==> config.mk <==
export PLATFORM = sky130hd
export DESIGN_NAME = spu_op_sequencer_flat
export DESIGN_NICKNAME = d
export VERILOG_FILES = /design/src/rtl/spu_op_sequencer_if.sv /design/src/rtl/spu_op_sequencer.sv /design/src/flat_wrapper.sv
export SDC_FILE = /design/constraint.sdc
export NUM_CORES = 1
export LEC_CHECK = 0
export CAP_MARGIN = 10
export CORE_ASPECT_RATIO = 0.9
export CORE_MARGIN = 4
export CORE_UTILIZATION = 50
export DETAILED_ROUTE_END_ITERATION = 10
export PLACE_DENSITY_LB_ADDON = 0.25
export SETUP_SLACK_MARGIN = 0.5
export SYNTH_ARGS = -nofsm -noshare
export SYNTH_HDL_FRONTEND = slang
export SYNTH_SLANG_ARGS = --single-unit
==> constraint.sdc <==
create_clock -name clk -period 6.1 [get_ports clk]
set_input_delay 0.915 -clock clk [delete_from_list [all_inputs] [get_ports clk]]
set_output_delay 0.915 -clock clk [all_outputs]
set_load 0.02 [all_outputs]
==> src/rtl/spu_op_sequencer_if.sv <==
// Bundle of the command, operand, result-mux and result-FIFO signals of the SPU op sequencer.
// The slave modport is the sequencer itself; the master modport is the front-end plus shape units.
interface spu_op_sequencer_if #(
  parameter int N  = 32,
  parameter int CW = 3
);
  logic          cmd_valid;
  logic          cmd_ready;
  logic [3:0]    cmd_op;
  logic [N-1:0]  cmd_a;
  logic [N-1:0]  cmd_b;
  logic [N-1:0]  cmd_m;
  logic [N-1:0]  cmd_p;
  logic [N-1:0]  cmd_d;
  logic [N-1:0]  op_a;
  logic [N-1:0]  op_b;
  logic [N-1:0]  op_m;
  logic [N-1:0]  op_p;
  logic [N-1:0]  op_d;
  logic [3:0]    op_sel;
  logic [N-1:0]  res_in;
  logic          out_valid;
  logic          out_ready;
  logic [N-1:0]  out_data;
  logic [3:0]    out_op;
  logic          out_err;
  logic [CW-1:0] count;

  modport slave (
    input  cmd_valid, cmd_op, cmd_a, cmd_b, cmd_m, cmd_p, cmd_d, res_in, out_ready,
    output cmd_ready, op_a, op_b, op_m, op_p, op_d, op_sel,
    output out_valid, out_data, out_op, out_err, count
  );

  modport master (
    output cmd_valid, cmd_op, cmd_a, cmd_b, cmd_m, cmd_p, cmd_d, res_in, out_ready,
    input  cmd_ready, op_a, op_b, op_m, op_p, op_d, op_sel,
    input  out_valid, out_data, out_op, out_err, count
  );
endinterface

==> src/rtl/spu_op_sequencer.sv <==
// Accepts one SPU op at a time, drives registered operands to the shape units, waits a fixed
// settle time, then captures the muxed unit result into a small FIFO drained by a consumer.
module spu_op_sequencer #(
  parameter int N          = 32,
  parameter int DEPTH      = 4,
  parameter int SETTLE_CYC = 2
) (
  input logic              clk,
  input logic              rst,
  spu_op_sequencer_if.slave bus
);
  localparam int PW = $clog2(DEPTH);
  localparam int CW = PW + 1;
  localparam int SW = (SETTLE_CYC > 1) ? $clog2(SETTLE_CYC) : 1;

  typedef enum logic {IDLE, SETTLE} state_t;

  state_t         r_state;
  logic [SW-1:0]  r_settle;
  logic [N-1:0]   r_opA, r_opB, r_opM, r_opP, r_opD;
  logic [3:0]     r_opSel;

  logic [N-1:0]   r_memData [DEPTH];
  logic [3:0]     r_memOp   [DEPTH];
  logic           r_memErr  [DEPTH];
  logic [PW-1:0]  r_wptr, r_rptr;
  logic [CW-1:0]  r_count;

  logic           w_cmdReady, w_accept, w_validOp, w_outValid;
  logic           w_push, w_pop;
  logic [N-1:0]   w_pushData;
  logic [3:0]     w_pushOp;
  logic           w_pushErr;

  assign w_cmdReady = (r_state == IDLE) && (r_count < CW'(DEPTH));
  assign w_accept   = bus.cmd_valid && w_cmdReady;
  assign w_validOp  = (bus.cmd_op <= 4'd10);
  assign w_outValid = (r_count != '0);
  assign w_pop      = w_outValid && bus.out_ready;

  // Invalid opcodes are answered on the accept edge; valid ones at the end of the settle window.
  always_comb begin
    w_push     = 1'b0;
    w_pushData = '0;
    w_pushOp   = '0;
    w_pushErr  = 1'b0;
    if (w_accept && !w_validOp) begin
      w_push    = 1'b1;
      w_pushOp  = bus.cmd_op;
      w_pushErr = 1'b1;
    end else if (r_state == SETTLE && r_settle == '0) begin
      w_push   = 1'b1;
      w_pushOp = r_opSel;
      if (r_opSel == 4'd1 && r_opB == '0) begin
        w_pushData = '1;
        w_pushErr  = 1'b1;
      end else begin
        w_pushData = bus.res_in;
      end
    end
  end

  always_ff @(posedge clk or negedge rst) begin
    if (!rst) begin
      r_state  <= IDLE;
      r_settle <= '0;
      r_opA    <= '0;
      r_opB    <= '0;
      r_opM    <= '0;
      r_opP    <= '0;
      r_opD    <= '0;
      r_opSel  <= '0;
    end else begin
      case (r_state)
        IDLE: begin
          if (w_accept) begin
            r_opA    <= bus.cmd_a;
            r_opB    <= bus.cmd_b;
            r_opM    <= bus.cmd_m;
            r_opP    <= bus.cmd_p;
            r_opD    <= bus.cmd_d;
            r_opSel  <= bus.cmd_op;
            r_settle <= SW'(SETTLE_CYC - 1);
            if (w_validOp) r_state <= SETTLE;
          end
        end
        SETTLE: begin
          if (r_settle != '0) r_settle <= r_settle - SW'(1);
          else                r_state  <= IDLE;
        end
        default: r_state <= IDLE;
      endcase
    end
  end

  // Storage needs no reset: the head is masked to zero whenever the FIFO is empty.
  always_ff @(posedge clk) begin
    if (w_push) begin
      r_memData[r_wptr] <= w_pushData;
      r_memOp[r_wptr]   <= w_pushOp;
      r_memErr[r_wptr]  <= w_pushErr;
    end
  end

  always_ff @(posedge clk or negedge rst) begin
    if (!rst) begin
      r_wptr  <= '0;
      r_rptr  <= '0;
      r_count <= '0;
    end else begin
      if (w_push) r_wptr <= r_wptr + PW'(1);
      if (w_pop)  r_rptr <= r_rptr + PW'(1);
      case ({w_push, w_pop})
        2'b10:   r_count <= r_count + CW'(1);
        2'b01:   r_count <= r_count - CW'(1);
        default: r_count <= r_count;
      endcase
    end
  end

  assign bus.cmd_ready = w_cmdReady;
  assign bus.op_a      = r_opA;
  assign bus.op_b      = r_opB;
  assign bus.op_m      = r_opM;
  assign bus.op_p      = r_opP;
  assign bus.op_d      = r_opD;
  assign bus.op_sel    = r_opSel;
  assign bus.out_valid = w_outValid;
  assign bus.out_data  = w_outValid ? r_memData[r_rptr] : '0;
  assign bus.out_op    = w_outValid ? r_memOp[r_rptr]   : '0;
  assign bus.out_err   = w_outValid ? r_memErr[r_rptr]  : 1'b0;
  assign bus.count     = r_count;
endmodule
==> src/flat_wrapper.sv <==
// flat-port wrapper written by rule: the top's interface ports become plain ports
module spu_op_sequencer_flat 
#(
  parameter int N          = 32,
  parameter int DEPTH      = 4,
  parameter int SETTLE_CYC = 2
)
  (clk, rst, bus_cmd_valid, bus_cmd_op, bus_cmd_a, bus_cmd_b, bus_cmd_m, bus_cmd_p, bus_cmd_d, bus_res_in, bus_out_ready, bus_cmd_ready, bus_op_a, bus_op_b, bus_op_m, bus_op_p, bus_op_d, bus_op_sel, bus_out_valid, bus_out_data, bus_out_op, bus_out_err, bus_count);
  spu_op_sequencer_if #(.N(N)) bus_i ();
  input logic clk;
  input logic rst;
  input wire logic [$bits(bus_i.cmd_valid)-1:0] bus_cmd_valid;
  input wire logic [$bits(bus_i.cmd_op)-1:0] bus_cmd_op;
  input wire logic [$bits(bus_i.cmd_a)-1:0] bus_cmd_a;
  input wire logic [$bits(bus_i.cmd_b)-1:0] bus_cmd_b;
  input wire logic [$bits(bus_i.cmd_m)-1:0] bus_cmd_m;
  input wire logic [$bits(bus_i.cmd_p)-1:0] bus_cmd_p;
  input wire logic [$bits(bus_i.cmd_d)-1:0] bus_cmd_d;
  input wire logic [$bits(bus_i.res_in)-1:0] bus_res_in;
  input wire logic [$bits(bus_i.out_ready)-1:0] bus_out_ready;
  output wire logic [$bits(bus_i.cmd_ready)-1:0] bus_cmd_ready;
  output wire logic [$bits(bus_i.op_a)-1:0] bus_op_a;
  output wire logic [$bits(bus_i.op_b)-1:0] bus_op_b;
  output wire logic [$bits(bus_i.op_m)-1:0] bus_op_m;
  output wire logic [$bits(bus_i.op_p)-1:0] bus_op_p;
  output wire logic [$bits(bus_i.op_d)-1:0] bus_op_d;
  output wire logic [$bits(bus_i.op_sel)-1:0] bus_op_sel;
  output wire logic [$bits(bus_i.out_valid)-1:0] bus_out_valid;
  output wire logic [$bits(bus_i.out_data)-1:0] bus_out_data;
  output wire logic [$bits(bus_i.out_op)-1:0] bus_out_op;
  output wire logic [$bits(bus_i.out_err)-1:0] bus_out_err;
  output wire logic [$bits(bus_i.count)-1:0] bus_count;
  assign bus_i.cmd_valid = bus_cmd_valid;
  assign bus_i.cmd_op = bus_cmd_op;
  assign bus_i.cmd_a = bus_cmd_a;
  assign bus_i.cmd_b = bus_cmd_b;
  assign bus_i.cmd_m = bus_cmd_m;
  assign bus_i.cmd_p = bus_cmd_p;
  assign bus_i.cmd_d = bus_cmd_d;
  assign bus_i.res_in = bus_res_in;
  assign bus_i.out_ready = bus_out_ready;
  assign bus_cmd_ready = bus_i.cmd_ready;
  assign bus_op_a = bus_i.op_a;
  assign bus_op_b = bus_i.op_b;
  assign bus_op_m = bus_i.op_m;
  assign bus_op_p = bus_i.op_p;
  assign bus_op_d = bus_i.op_d;
  assign bus_op_sel = bus_i.op_sel;
  assign bus_out_valid = bus_i.out_valid;
  assign bus_out_data = bus_i.out_data;
  assign bus_out_op = bus_i.out_op;
  assign bus_out_err = bus_i.out_err;
  assign bus_count = bus_i.count;
  spu_op_sequencer #(.N(N), .DEPTH(DEPTH), .SETTLE_CYC(SETTLE_CYC)) u_core (.clk(clk), .rst(rst), .bus(bus_i));
endmodule
; ---- Word-level counts from Yosys, hierarchy flattened
; Memories as Yosys holds them, arrays and structs flattened.
; Index checks and enable logic that the tools add are counted.
[totals]
register_bits = 173
ramBits = 148
in_bits = 200
output_inout_bits = 206
wordCells = 61
n_memories = 3
[mem_list]
columns = name, words, width, read_ports, rd_clocked_by_memory_dff, wr, line_no
row1 = u_core.r_memData, 4, 32, 1, 0, 1, spu_op_sequencer.sv:23  ; logic [N-1:0] r_memData [DEPTH];
row2 = u_core.r_memOp, 4, 4, 1, 0, 1, spu_op_sequencer.sv:24  ; logic [3:0] r_memOp [DEPTH];
row3 = u_core.r_memErr, 4, 1, 1, 0, 1, spu_op_sequencer.sv:25  ; logic r_memErr [DEPTH];
[classes]
addsub = 5
magnitude_cmp = 2
eq_ne = 4
muxes = 23
n_bitwise = 2
reduce_logical = 11
[op_table]
columns = cell, n
row1 = $mux W32, 4
row2 = $logic_not A32 Y1, 1
row3 = $mux W1, 13
row4 = $mux W4, 3
row5 = $logic_and A1 B1 Y1, 6
row6 = $pmux W3 S2, 1
row7 = $add A2 B1 Y2 const B, 2
row8 = $eq A4 B1 Y1 const B, 1
row9 = $le A4 B4 Y1 const B, 1
row10 = $pmux W1 S2, 2
row11 = $add A3 B1 Y3 const B, 1
row12 = $lt A3 B3 Y1 const B, 1
row13 = $reduce_bool A3 Y1, 1
row14 = $sub A3 B1 Y3 const B, 1
row15 = $eq A2 B1 Y1 const B, 1
row16 = $eq A2 B2 Y1 const B, 1
row17 = $ne A2 B1 Y1 const B, 1
row18 = $not A1 Y1, 2
row19 = $reduce_and A2 Y1, 1
row20 = $reduce_bool A2 Y1, 1
row21 = $logic_not A1 Y1, 1
row22 = $sub A1 B1 Y1 const B, 1

; ---- Depth between registers and ports, before layout
; Gate-level depths: netlist (run 1).
[logic_depth]
depth_word = 7
depth_mapped = 9
depth_no_buf = 8

; ---- Worst setup path before layout (run 1)
; No wires, ideal clock.
[synth_path]
kind = in2reg
start = input port bus_cmd_valid
end = memory u_core.r_memData[0][0], enable pin
setup_time_ns = 0.436
arrival_ns = 3.060
t_required_ns = 5.664
setup_slack_ns = 2.604
path_stages = 4
n_path_buf = 1
cell_sequence = nor3b_1 buf_4 a31oi_4 nor2b_1
[synth_via]
elab_chain_len = 5
[synth_lines]
columns = element, line_no
row1 = "start, declared", flat_wrapper.sv:12  ; input wire logic [$bits(bus_i.cmd_valid)-1:0] bus_cmd_valid;
row2 = $logic_and A1 B1 Y1, spu_op_sequencer.sv:36  ; assign w_accept = bus.cmd_valid && w_cmdReady;
row3 = $logic_and A1 B1 Y1, spu_op_sequencer.sv:47  ; if (w_accept && !w_validOp) begin
row4 = $mux W1, spu_op_sequencer.sv:47
row5 = $mux W1, spu_op_sequencer.sv:98  ; if (w_push) begin
row6 = $mux W1 (not written as such), spu_op_sequencer.sv:99  ; r_memData[r_wptr] <= w_pushData;
row7 = "end, declared", spu_op_sequencer.sv:23
; No other way between the ends.

; ---- Final worst setup path (run 1)
[layout_path]
start = register u_core.r_rptr[0]
end = output port bus_out_data[25]
[layout_via]
elab_chain_len = 2
[layout_lines]
columns = element, line_no
row1 = "start, declared", spu_op_sequencer.sv:26  ; logic [PW-1:0] r_wptr, r_rptr;
row2 = "start signal, assigned", spu_op_sequencer.sv:112  ; if (w_pop) r_rptr <= r_rptr + PW'(1);
row3 = $mem_v2 Z4 W32, -
row4 = $mux W32, spu_op_sequencer.sv:129  ; assign bus.out_data = w_outValid ? r_memData[r_rptr] : '0;
row5 = "end, declared", flat_wrapper.sv:29  ; output wire logic [$bits(bus_i.out_data)-1:0] bus_out_data;
; No other way between the ends.

==> out/qor.csv, run 1 <==
metric,value,unit
outcome,"finished, final reports clean",
"Arr. time, crit path",3.16,ns
Worst R2R Path Depth,3,
largest net degree at the start of global routing,170,
clock tree from TritonCTS,done,
starting DRC count in detailed routing,484,
adder-cell share of the synthesized area,0.635,%
CTS Hold Buffers Added,0,
post-route antenna net violation count,0,
Layout Utilization,72.7,%
final estimated routing congestion in global placement,0.798,
area share of and/or/nand/nor cells after synthesis,4.29,%
compound-gate portion of the synthesized area,3.62,%
area used by sequential logic in the layout,8780,sq um
Clock Latency Late Sink,0.50,ns
placeable core region,25400,sq um
Worst setup EP type,output port,
Final Slew Violations,0,
residual overflow from global routing,0,
cell breakdown of the critical path,buf_4 -> mux4_2 -> and2_1 -> clkdlybuf4s50_1,
post-synth cell types,34,
"Req. time, crit path",5.18,ns
path type of the worst min-delay path,reg2reg,
count of non-filler cells in the finished layout,1500,
Tmin final,4.08,ns
proportion of synthesized area in mux cells,20.8,%
H-tree levels,2,
number of max-cap violations,0,
flop2flop setup slack,3.33,ns
power per unit of standard cell area,555,nW/um^2
drt drc,0,
vertical extent of the die,161,um
root buffer selected by CTS,sky130_fd_sc_hd__clkbuf_16,
share of synthesized area occupied by flip-flops and latches,67.5,%
number of antenna violations at the first check in global routing,9,
effective utilization at floorplan,51.2,%
synthesized area per cell,18.0,sq um
"critical path fanouts, max",25,
count of pins on the block boundary,406,
XOR/XNOR Fraction of Synth Area,0.404,%
Final Routed Wirelength,34900,um
critical register-to-register path startpoint,u_core.bus.op_b[8],
clock-pin slew reported for the worst setup and hold paths after clock tree synthesis,0.06,ns
TritonCTS buffer count,35,
critical setup path kind,reg2out,
Clock Sinks,321,
via count of the first global-routing pass,8740,
net count of the finished layout,1338,
post-DP HPWL,24000,um
drt first pass iters,5,
Mapped Area,13000,sq um
unrepaired setup endpoints after global routing,no,
wire length per cell,23.3,um
fill count,1593,
area growth from synthesis to layout,42.1,%
number of instances in the synthesized netlist,723,
buffers added on ports,405,
synthesized netlist net count,929,
number of placed instances with taps included,1437,
postcts setup bufs,0,
Final Hold Fails,0,
total number of placement rows,55,
maximum clock frequency,245,MHz
slew at the pin closest to its max-slew limit,1.11,ns
slowest CP cell,sky130_fd_sc_hd__dfrtp_2,
largest family of logic cells by synthesized area,multiplexers,
global-route wire length before repair,52100,um
start point of the critical path,u_core.r_rptr[0],
share of layout cells above drive strength 1,26.4,%
via count,7943,
maximum clock insertion buffer count,3,
aggregate negative setup slack,0,ns
total power draw,10.3,mW
combined area of the multi-input logic cells,3900,sq um
Yosys warning total,0,
Leakage Power,6.92,nW
horizontal die dimension,178,um
post-route clock skew,0.0139,ns
terminus of the critical flop-to-flop path,u_core.r_memData[0][31],
Post-CTS Resized,0,
routed via count divided by cell count,5.30,
number of synthesized register bits,321,
biggest cell delay along the critical path,0.93,ns
worst slew margin relative to its limit,25.9,%
Die Footprint,28700,sq um
VDD IR max,0.000331,V
Final period util,66.9,%
global-route usage over all layers,23.9,%
count of endpoints failing setup in the final report,0,
startpoint class of the critical path,flop,
capturing instance or port of the critical path,bus_out_data[25],
-- cells in the mapped netlist --
library cell | n | share of area [%]
sky130_fd_sc_hd__dfrtp_1 | 173 | 33
sky130_fd_sc_hd__mux2_2 | 156 | 14
sky130_fd_sc_hd__edfxtp_1 | 148 | 34
sky130_fd_sc_hd__and2_1 | 38 | 1.8
sky130_fd_sc_hd__mux4_2 | 37 | 6.4
sky130_fd_sc_hd__nand2_1 | 36 | 1.0
sky130_fd_sc_hd__o31ai_2 | 30 | 2.9
sky130_fd_sc_hd__buf_6 | 20 | 1.7
sky130_fd_sc_hd__buf_2 | 13 | 0.50
sky130_fd_sc_hd__mux2_1 | 9 | 0.78
sky130_fd_sc_hd__clkbuf_1 | 8 | 0.23
sky130_fd_sc_hd__inv_1 | 6 | 0.17
sky130_fd_sc_hd__ha_1 | 5 | 0.48
sky130_fd_sc_hd__nor2b_1 | 4 | 0.19
sky130_fd_sc_hd__nor4_1 | 4 | 0.19
sky130_fd_sc_hd__nor4_2 | 4 | 0.38
sky130_fd_sc_hd__a22o_1 | 3 | 0.20
sky130_fd_sc_hd__buf_4 | 3 | 0.17
sky130_fd_sc_hd__o31ai_1 | 3 | 0.17
sky130_fd_sc_hd__xnor2_1 | 3 | 0.20
sky130_fd_sc_hd__xor2_1 | 3 | 0.20
sky130_fd_sc_hd__a21o_1 | 2 | 0.12
sky130_fd_sc_hd__nand3_1 | 2 | 0.077
sky130_fd_sc_hd__nand4_2 | 2 | 0.19
sky130_fd_sc_hd__nor2_1 | 2 | 0.058
sky130_fd_sc_hd__a31oi_4 | 1 | 0.16
sky130_fd_sc_hd__a32o_1 | 1 | 0.077
sky130_fd_sc_hd__and2b_1 | 1 | 0.058
sky130_fd_sc_hd__and3_1 | 1 | 0.048
sky130_fd_sc_hd__fa_1 | 1 | 0.15
sky130_fd_sc_hd__mux2i_1 | 1 | 0.077
sky130_fd_sc_hd__nor3b_1 | 1 | 0.058
sky130_fd_sc_hd__nor4b_2 | 1 | 0.12
sky130_fd_sc_hd__or3_1 | 1 | 0.048
-- per-stage QoR --
stage | cell area (sq um) | hold slack, ns | worst slack (ns)
6_report | 18500 | 0.486 | 2.02
2_1_floorplan | 13000 | 0.465 | 2.60
3_3_place_gp | 17300 | 0.468 | 2.49
3_5_place_dp | 17300 | 0.474 | 2.49
5_1_grt | 18500 | 0.503 | 1.78
4_1_cts | 18500 | 0.487 | 1.94
-- layout make-up --
type / count / share of cell area, %
diodes: 2 / 0.0271
repair buffers: 416 / 22.5
multi-input cells: 352 / 21.1
inverters: 6 / 0.122
well taps: 342 / 2.32
clock buffers: 53 / 5.94
clock inverters: 8 / 0.494
flip-flops and latches: 321 / 47.5
-- worst min-delay path by stage --
| stage | start | end | slack (ns) | depth (start not counted) |
|---|---|---|---|---|
| finish | u_core.bus.op_a[13] | u_core.bus.op_a[13] | 0.49 | 1 |
| global route | u_core.bus.op_a[19] | u_core.bus.op_a[19] | 0.50 | 1 |
| CTS | u_core.bus.op_a[13] | u_core.bus.op_a[13] | 0.49 | 1 |
| detailed placement | u_core.bus.op_a[14] | u_core.bus.op_a[14] | 0.47 | 1 |
| global placement | u_core.bus.op_a[19] | u_core.bus.op_a[19] | 0.47 | 1 |
| floorplan | u_core.r_settle | u_core.r_settle | 0.46 | 1 |
-- where the power goes --
part	internal [mW]	switching, mW	total (mW)
clock	1.32	0.822	2.15
sequential	3.06	0.503	3.56
combinational	2.36	2.19	4.55
-- worst max-delay path: cells and delay by family (launching register included) --
family / cells / cell delay, ns
buffers and inverters: 2 / 0.98
DFF: 1 / 0.93
muxes: 1 / 0.55
and+or+nand+nor: 1 / 0.18
-- routing by layer --
layer | wire length (um) | global-route usage, %
met1 | 12600 | 27.9
met2 | 17900 | 41.1
met3 | 2940 | 8.21
met4 | 1340 | 8.54
met5 | 92 | 0
-- cell usage in the layout, fill, tap and decap left out, drive strengths merged, types with 2 or more instances in the layout --
cell / n
clkdlybuf4s50: 404
nor4: 8
mux4: 37
o31ai: 33
diode: 2
clkinv: 5
ha: 5
a22o: 3
edfxtp: 148
mux2: 165
a21o: 2
nand2: 36
bufinv: 2
dfrtp: 173
nor2b: 4
inv: 6
nor2: 2
and2: 38
nand4: 2
nand3: 2
xnor2: 3
xor2: 3
clkbuf: 53
buf: 12
-- cell families after synthesis --
| kind of cell | after synthesis |
|---|---|
| multiplexers | 203 |
| flip-flops | 321 |
| buffers and inverters | 50 |
| AND/OR/NAND/NOR | 97 |
| XOR/XNOR | 6 |
| AO/OA/AOI/OAI | 40 |
| adder cells (fa/ha/maj) | 6 |
-- flip-flops by register name, summed over array words and instances (netlist names), 3 cells and up --
| register | cells |
|---|---|
| u_core.r_memData | 128 |
| u_core.bus.op_a | 32 |
| u_core.bus.op_b | 32 |
| u_core.bus.op_d | 32 |
| u_core.bus.op_m | 32 |
| u_core.bus.op_p | 32 |
| u_core.r_memOp | 16 |
| u_core.bus.op_sel | 4 |
| u_core.r_memErr | 4 |
| u_core.bus.count | 3 |
Note: power is estimated with default switching activity, not from simulation.
==> run 2: changes to the inputs <==
--- a/config.mk
+++ b/config.mk
@@ -8,7 +8,7 @@
 export CAP_MARGIN = 10
 export CORE_ASPECT_RATIO = 0.9
 export CORE_MARGIN = 4
-export CORE_UTILIZATION = 50
+export CORE_UTILIZATION = 47
 export DETAILED_ROUTE_END_ITERATION = 10
 export PLACE_DENSITY_LB_ADDON = 0.25
 export SETUP_SLACK_MARGIN = 0.5
==> constraint.sdc (replaced) <==
create_clock -name clk -period 3.91 [get_ports clk]
set_input_delay 0.5865 -clock clk [delete_from_list [all_inputs] [get_ports clk]]
set_output_delay 0.5865 -clock clk [all_outputs]
set_load 0.02 [all_outputs]
==> run 2 against run 1 <==
  * Flip-flop and latch count did not move
  * Utilization fell by 4.6 points
  * Sequential power rose by 53%
  * Clock power rose by 44%
  * Critical path depth did not move
  * Combinational power rose by 59%
  * Setup slack got worse by 1.4 ns
  * Final area barely moved
  * Register-to-register slack got worse by 2.0 ns
  * Sequential share of layout area barely moved
  * Die area rose by 6.1%
  * Cell count rose by 1.4%
  * Critical path type unchanged
  * Largest cell class unchanged
  * Highest routed layer unchanged
==> out/qor.csv, run 2 (synthesis gave the netlist of run 1 again) <==
metric,value,unit
post-route clock skew,0.0184,ns
Tmin final,3.24,ns
slew at the pin closest to its max-slew limit,0.943,ns
H-tree levels,2,
Final period util,82.9,%
drt first pass iters,4,
highest-count cells in the layout ignoring fill and taps,"404 x sky130_fd_sc_hd__clkdlybuf4s50_1, 171 x sky130_fd_sc_hd__dfrtp_1, 156 x sky130_fd_sc_hd__mux2_2",
"final std cell area, no fill",18500,sq um
critical setup path kind,reg2out,
post-DP HPWL,24700,um
Final Routed Wirelength,34700,um
total power draw,15.8,mW
number of placed instances with taps included,1457,
fill count,1920,
count of non-filler cells in the finished layout,1521,
wire length per cell,22.8,um
starting DRC count in detailed routing,499,
routed via count divided by cell count,5.25,
area growth from synthesis to layout,42.0,%
global-route wire length before repair,53400,um
TritonCTS buffer count,35,
clock-pin slew reported for the worst setup and hold paths after clock tree synthesis,0.06,ns
Leakage Power,6.89,nW
register bank with the most flops,u_core.r_memData,
CP Buf/Inv Count,2,
post-route antenna net violation count,0,
slowest CP cell,sky130_fd_sc_hd__dfrtp_4,
combined area of the multi-input logic cells,3900,sq um
area used by sequential logic in the layout,8780,sq um
global-route usage over all layers,22.8,%
largest net degree at the start of global routing,170,
root buffer selected by CTS,sky130_fd_sc_hd__clkbuf_16,
effective utilization at floorplan,48.0,%
"Arr. time, crit path",2.66,ns
buffers added on ports,405,
worst slew margin relative to its limit,37.1,%
Layout Utilization,68.1,%
"Req. time, crit path",3.32,ns
startpoint class of the critical path,flop,
share of layout cells above drive strength 1,26.2,%
drt drc,0,
Area after DPL,17400,sq um
number of antenna violations at the first check in global routing,7,
via count,7986,
cell breakdown of the critical path,buf_4 -> mux4_2 -> and2_1 -> clkdlybuf4s50_1,
count of endpoints failing setup in the final report,0,
Clock Latency Late Sink,0.51,ns
maximum clock frequency,308,MHz
power per unit of standard cell area,854,nW/um^2
Die Footprint,30400,sq um
Setup WS post-layout,0.667,ns
max reg flops,128,
outcome,"finished, final reports clean",
setup slack at placement,0.959,ns
family of cells with the greatest summed delay on the critical path,buffers and inverters,
via count of the first global-routing pass,8786,
Final Hold Fails,0,
net count of the finished layout,1346,
vertical extent of the die,166,um
residual overflow from global routing,0,
final-layout worst hold slack,0.149,ns
aggregate negative setup slack,0,ns
count of pins on the block boundary,406,
biggest cell delay along the critical path,0.56,ns
VDD IR max,0.000581,V
total number of placement rows,57,
maximum clock insertion buffer count,3,
Final Slew Violations,0,
number of max-cap violations,0,
"critical path fanouts, max",12,
horizontal die dimension,183,um
"most common cell after layout, fill and taps aside",sky130_fd_sc_hd__clkdlybuf4s50_1,
unrepaired setup endpoints after global routing,no,
clock tree from TritonCTS,done,
path type of the worst min-delay path,in2async,
final estimated routing congestion in global placement,0.789,
Clock Sinks,321,
Worst setup EP type,output port,
placeable core region,27100,sq um
run 2: metal layers:
layer,part of all wire [%],track usage (%)
met5,0.18,0
met4,2.5,6.22
met3,9.1,8.19
met2,51,38.8
met1,37,27.7
run 2: what timing repair did:
action	4_1_cts	5_1_grt
endpoints found under the setup margin	0	10
hold endpoints to repair	0	0
gates resized for setup	0	1
setup buffers	0	0
hold buffers	0	0
run 2: final cells by class:
| class | instances | area share [%] |
|---|---|---|
| multi-input combinational | 352 | 21.1 |
| antenna | 2 | 0.0271 |
| tap | 354 | 2.40 |
| inverter | 6 | 0.122 |
| clock inverter | 9 | 0.346 |
| timing repair buffer | 424 | 22.9 |
| clock buffer | 53 | 5.50 |
| sequential | 321 | 47.5 |
run 2: worst paths after layout:
kind | startpoint | to | slack, ns | depth (start not counted)
setup / recovery | u_core.r_rptr[0] | bus_out_data[4] | 0.67 | 4
hold / removal | rst | u_core.bus.op_a[5] | 0.15 | 1
setup reg to reg | u_core.bus.count[2] | u_core.bus.count[2] | 1.33 | 9
hold reg to reg | u_core.bus.op_a[17] | u_core.bus.op_a[17] | 0.50 | 1
max in group asynchronous | rst | u_core.bus.op_b[31] | 2.84 | 2
min in group clk | u_core.bus.op_a[17] | u_core.bus.op_a[17] | 0.50 | 1
run 2: power by group:
| part | internal, mW | leakage, nW | total [mW] | switching, mW |
|---|---|---|---|---|
| Clock | 1.80 | 0.516 | 3.09 | 1.29 |
| Combinational | 3.71 | 2.97 | 7.22 | 3.51 |
| Sequential | 4.78 | 3.41 | 5.46 | 0.677 |
